### src/rtl/pipe_hazard_ctrl.sv
`default_nettype none
// ============================================================================
//  Module   : pipe_hazard_ctrl
//  Brief    : Stall/flush controller for a five-stage F/D/E/M/W pipeline.
//             Detects RAW hazards against the E and M stages, owns the
//             multiply/divide busy counter and counts stall cycles.
//  Revision : 1.0  initial release
// ============================================================================
module pipe_hazard_ctrl #(
    parameter int CNT_W  = 4,
    parameter int PERF_W = 32
) (
    input  logic              clk,
    input  logic              rst,
    input  logic [4:0]        RsD,
    input  logic [4:0]        RtD,
    input  logic [1:0]        TuseRsD,
    input  logic [1:0]        TuseRtD,
    input  logic              MDUUseD,
    input  logic              RegWriteE,
    input  logic [4:0]        WriteRegE,
    input  logic [1:0]        TnewE,
    input  logic              RegWriteM,
    input  logic [4:0]        WriteRegM,
    input  logic [1:0]        TnewM,
    input  logic              StartE,
    input  logic [CNT_W-1:0]  TimeE,
    input  logic              ExcReqM,
    output logic              EnPC,
    output logic              StallE,
    output logic              Req,
    output logic              MDUBusy,
    output logic [PERF_W-1:0] StallCnt
);

    // RUN: no MDU operation pending beyond this cycle.
    // MDU_WAIT: the registered counter still holds busy cycles.
    typedef enum logic [0:0] {
        RUN      = 1'b0,
        MDU_WAIT = 1'b1
    } state_t;

    localparam logic [1:0] c_TUSE_NONE = 2'd3;

    state_t            r_state;
    logic [CNT_W-1:0]  r_cnt;
    logic [PERF_W-1:0] r_stall_cnt;

    logic w_req;
    logic w_start_eff;
    logic w_haz_rs_e;
    logic w_haz_rs_m;
    logic w_haz_rt_e;
    logic w_haz_rt_m;
    logic w_haz;
    logic w_mdu_busy;
    logic w_stall;

    // Hazard detection: a consumer in D stalls while its source is still in
    // flight and will not be ready by the time D needs it; $0 is never a source.
    always_comb begin
        w_haz_rs_e = (TuseRsD != c_TUSE_NONE) && RegWriteE && (WriteRegE != 5'd0)
                     && (WriteRegE == RsD) && (TuseRsD < TnewE);
        w_haz_rs_m = (TuseRsD != c_TUSE_NONE) && RegWriteM && (WriteRegM != 5'd0)
                     && (WriteRegM == RsD) && (TuseRsD < TnewM);
        w_haz_rt_e = (TuseRtD != c_TUSE_NONE) && RegWriteE && (WriteRegE != 5'd0)
                     && (WriteRegE == RtD) && (TuseRtD < TnewE);
        w_haz_rt_m = (TuseRtD != c_TUSE_NONE) && RegWriteM && (WriteRegM != 5'd0)
                     && (WriteRegM == RtD) && (TuseRtD < TnewM);
        w_haz      = w_haz_rs_e | w_haz_rs_m | w_haz_rt_e | w_haz_rt_m;
    end

    // Flush has priority: a start coincident with a flush belongs to a killed
    // instruction, and the flush forces all pipeline registers to advance.
    always_comb begin
        w_req       = ExcReqM;
        w_start_eff = StartE & ~w_req;
        w_mdu_busy  = w_start_eff | (r_state == MDU_WAIT);
        w_stall     = w_haz | (MDUUseD & w_mdu_busy);
    end

    // MDU busy counter and its state: a start reloads (even mid-operation),
    // otherwise count down to zero; a flush never cancels a running count.
    always_ff @(posedge clk or posedge rst) begin
        if (rst) begin
            r_cnt   <= '0;
            r_state <= RUN;
        end else if (w_start_eff) begin
            r_cnt   <= TimeE;
            r_state <= (TimeE != '0) ? MDU_WAIT : RUN;
        end else if (r_cnt != '0) begin
            r_cnt   <= r_cnt - CNT_W'(1);
            r_state <= (r_cnt != CNT_W'(1)) ? MDU_WAIT : RUN;
        end
    end

    // Stall-cycle performance counter; cycles overridden by a flush do not count.
    always_ff @(posedge clk or posedge rst) begin
        if (rst) begin
            r_stall_cnt <= '0;
        end else if (w_stall && !w_req) begin
            r_stall_cnt <= r_stall_cnt + PERF_W'(1);
        end
    end

    // Output mapping.
    always_comb begin
        Req      = w_req;
        EnPC     = w_req | ~w_stall;
        StallE   = ~w_req & w_stall;
        MDUBusy  = w_mdu_busy;
        StallCnt = r_stall_cnt;
    end

endmodule
`default_nettype wire

### config.mk
export PLATFORM = sky130hd
export DESIGN_NAME = pipe_hazard_ctrl
export DESIGN_NICKNAME = d
export VERILOG_FILES = /design/src/rtl/pipe_hazard_ctrl.sv
export SDC_FILE = /design/constraint.sdc
export NUM_CORES = 1
export LEC_CHECK = 0
export CORE_MARGIN = 2
export CORE_UTILIZATION = 40
export CTS_CLUSTER_DIAMETER = 120
export DETAILED_ROUTE_END_ITERATION = 6
export PLACE_DENSITY_LB_ADDON = 0.3
export SYNTH_ARGS = -nofsm -noshare
export SYNTH_HDL_FRONTEND = slang
export SYNTH_SLANG_ARGS = --single-unit
### constraint.sdc
create_clock -name clk -period 2.35 [get_ports clk]
set_clock_uncertainty 0.15 [all_clocks]
set_input_delay 0.47 -clock clk [delete_from_list [all_inputs] [get_ports clk]]
set_output_delay 0.47 -clock clk [all_outputs]
set_load 0.005 [all_outputs]
==> impl_summary.log <==
INFO  metric worstHoldPathType = reg2reg
INFO  metric critPathLaunch = TnewE[1]
INFO  metric placedCellCount = 397
INFO  metric setup_repair_after_global_routing_missed_its_margin = true
INFO  metric leakagePower = 0.00158 uW
INFO  metric floorplan.die_area = 6360 um2
INFO  metric power = 2190 uW
INFO  metric share_comb_of_total_power = 0.299
INFO  metric max-slew-margin-rel = 0.694
INFO  metric drive_above_1_share = 0.280
INFO  metric top_level_ports = 75
INFO  metric layout_common_cells = 43 x sky130_fd_sc_hd__clkdlybuf4s50_1, 39 x sky130_fd_sc_hd__xor2_1, 37 x sky130_fd_sc_hd__dfrtp_1, 23 x sky130_fd_sc_hd__buf_4, 19 x sky130_fd_sc_hd__nor2_1
INFO  metric clock_group_share_of_total_power = 0.306
INFO  metric status = finished, violations left
INFO  metric period_needed = 2.46 ns
INFO  metric crit_fanout = 3
INFO  metric route.detailed.vias_per_inst = 5.14
INFO  metric power_frac_seq = 0.396
INFO  metric floorplan_die_width = 79.7 um
INFO  metric detail_route.first_pass.iterations = 4
INFO  metric setup_violations = 7
INFO  metric core_region_area = 5510 um2
INFO  metric post-dp-hpwl = 4.40 mm
INFO  metric flip_flop_and_latch_count_after_synthesis = 37
INFO  metric report.final.hold_viol_count = 0
INFO  metric postSynthCellCount = 236
INFO  metric grt_start_max_net_pins = 38
INFO  metric crit_path_start_kind = input port
INFO  metric cts_h_tree_lvls = 2
INFO  metric num-fill-cells = 459
INFO  metric global_route.usage.total = 0.213
INFO  metric critPathKind = in2out
INFO  metric hold_path_startpoint = StallCnt[31]
INFO  metric routabilityCongestion = 0.813
INFO  metric synthToLayoutAreaGrowth = 54.1%
INFO  metric grt_pass1_wl = 10.5 mm
INFO  metric postRouteWirelength = 6.38 mm
INFO  metric end_kind = output port
INFO  metric crit_arrival = 1.84 ns
INFO  metric cell_internal_pwr = 1540 uW
INFO  metric maxSlewViolCount = 0
INFO  metric initial_core_util = 0.416
INFO  metric regToRegStartpoint = StallCnt[5]
INFO  metric min_period_over_period = 1.05
INFO  metric synth.cell_area = 2290 um2
INFO  metric finish.net_count = 382
INFO  metric netSwitchingFraction = 0.299
INFO  metric cts_max_path_buffers = 2
INFO  metric holdBufCountCts = 0
INFO  metric timing.reg2reg.setup_slack = 0.18 ns
INFO  metric max_slew.worst_pin.slew = 0.448 ns
INFO  metric synth-seq-area-share = 0.404
INFO  metric final-instance-count-excl-fill = 408
INFO  metric pwr_density_cell = 621 nW/um2
INFO  metric drt_iter0_drc = 52
INFO  metric synthesis.nets = 283
INFO  metric buffer_type_at_the_clock_tree_root = sky130_fd_sc_hd__clkbuf_8
INFO  metric worstSkewPairLatency = 0.30 ns
INFO  metric io_buffers = 74
INFO  metric max_clock_freq = 407 MHz
INFO  metric detail-route-antenna-nets = 0
INFO  metric rows = 27
INFO  metric syn_area_per_cell = 9.72 um2
INFO  metric numCtsBuffers = 5
INFO  metric chipHeight = 79.7 um
INFO  metric wl_per_cell = 15.6 um
INFO  metric timing.critical_path.required = 1.73 ns
INFO  metric drc_errors = 0
INFO  metric max-vdd-ir-drop = 0.458 mV
INFO  metric drv.max_cap_violation_count = 0
INFO  metric via_count_of_the_first_global_routing_pass = 2209
INFO  metric mostFrequentLayoutCell = sky130_fd_sc_hd__clkdlybuf4s50_1
INFO  metric vias = 2099
INFO  metric yosysUniqueCellTypes = 37
INFO  metric grt_overflow = 0
INFO  metric grt_antenna_before_repair = 0
INFO  metric num_antenna_cells = 0
INFO  metric violated_checks = negative setup slack
INFO  metric post-route-worst-setup-slack = -0.107 ns
INFO  metric tritoncts_clock_tree = built
INFO  metric p_switching = 655 uW
INFO  metric synth_warnings = 0
INFO  metric path_clk_slew = 0.08 ns
INFO  metric numClockSinks = 37
==> per-stage QoR <==
| stage | hold slack (ns) | util | TNS, ns | worst slack [ns] | instance area (um2) |
|---|---|---|---|---|---|
| floorplan | 0.315 | - | 0 | 0.000133 | 2290 |
| finish | 0.328 | 0.642 | -0.304 | -0.107 | 3530 |
| CTS | 0.329 | 0.636 | -0.220 | -0.0898 | 3500 |
| global route | 0.337 | 0.642 | -1.73 | -0.180 | 3530 |
| detailed placement | 0.317 | 0.589 | -21.58 | -0.944 | 3240 |
| global placement | 0.315 | 0.589 | -19.68 | -0.887 | 3240 |
==> cells in the mapped netlist (all sizes together) <==
library cell | instances | area, um2
or4 | 2 | 15.0
clkbuf | 1 | 3.75
a221oi | 1 | 15.0
nor2b | 2 | 12.5
nand3 | 17 | 85.1
dfrtp | 37 | 926
mux2 | 2 | 22.5
nand4 | 5 | 31.3
and3 | 6 | 37.5
o21ai | 7 | 35.0
a2111oi | 2 | 23.8
or3 | 4 | 25.0
nor4 | 10 | 92.6
inv | 12 | 45.0
xnor2 | 11 | 96.3
nand2 | 12 | 45.0
nor3b | 1 | 12.5
ha | 8 | 100
a21oi | 6 | 30.0
nor3 | 16 | 106
a211oi | 2 | 20.0
nor2 | 19 | 71.3
buf | 5 | 33.8
nand2b | 2 | 12.5
and4 | 2 | 17.5
and2 | 2 | 12.5
xor2 | 41 | 359
o22ai | 1 | 6.26
==> layer usage <==
| layer | part of all wire | vias to the layer above | GRT usage | wire length [um] |
|---|---|---|---|---|
| met4 | 0.024 | 0 | 0.0776 | 155 |
| met1 | 0.42 | 988 | 0.274 | 2650 |
| li1 | - | 1016 | - | - |
| met5 | 0 | - | 0 | 0 |
| met2 | 0.50 | 82 | 0.356 | 3170 |
| met3 | 0.063 | 13 | 0.0396 | 404 |
==> worst max-delay path: stages <==
cell	delay, ns
sky130_fd_sc_hd__buf_6	0.10
sky130_fd_sc_hd__inv_4	0.05
sky130_fd_sc_hd__buf_4	0.11
sky130_fd_sc_hd__ha_4	0.19
sky130_fd_sc_hd__nor2b_4	0.12
sky130_fd_sc_hd__o22ai_2	0.13
sky130_fd_sc_hd__nand3_1	0.11
sky130_fd_sc_hd__a211oi_2	0.30
sky130_fd_sc_hd__nor3_4	0.09
sky130_fd_sc_hd__inv_2	0.08
sky130_fd_sc_hd__buf_6	0.09
==> repair_timing <==
item,in CTS,in global routing
resized for setup,112,22
buffers inserted,4,3
pin swaps,22,14
endpoints found under the setup margin,35,25
==> registers in the layout (all words and copies together), names as in the netlist <==
name,count
r_cnt,4
StallCnt,32
r_state,1
==> power groups by stage <==
stage                     combinational, uW  clock, uW  sequential, uW
final                                   655        671             869
after global routing                    731        716             885
after CTS                               650        683             868
after detailed placement                627          0             877
after global placement                  613          0             873
after floorplan                         303          0             858
==> worst paths after layout <==
path,to,depth (start not counted)
worst max-delay path,StallE,11
worst min-delay path,StallCnt[31],1
worst max register to register,StallCnt[20],5
worst min register to register,StallCnt[31],1
max in group asynchronous,StallCnt[5],3
min in group asynchronous,StallCnt[22],3
==> final cells by class <==
type                    count  area [um2]  share of cell area
clock buffers               5        68.8              0.0195
inverters                  12        50.0              0.0142
multi-input cells         181        1480               0.418
flip-flops and latches     37         926               0.262
clock inverters             3        68.8              0.0195
well taps                  72        90.1              0.0255
repair buffers             98         853               0.241
==> kinds of logic (layout without fill, tap and decap cells) <==
kind of cell,Yosys count,in the layout,synth area share
compound gates,19,19,0.0567
fa+ha+maj,8,8,0.0436
flops,37,37,0.404
mux,2,2,0.00982
simple gates,100,100,0.251
xor+xnor,52,52,0.199
buf+inv,18,118,0.0360
Power figures use the tool's default switching activity.
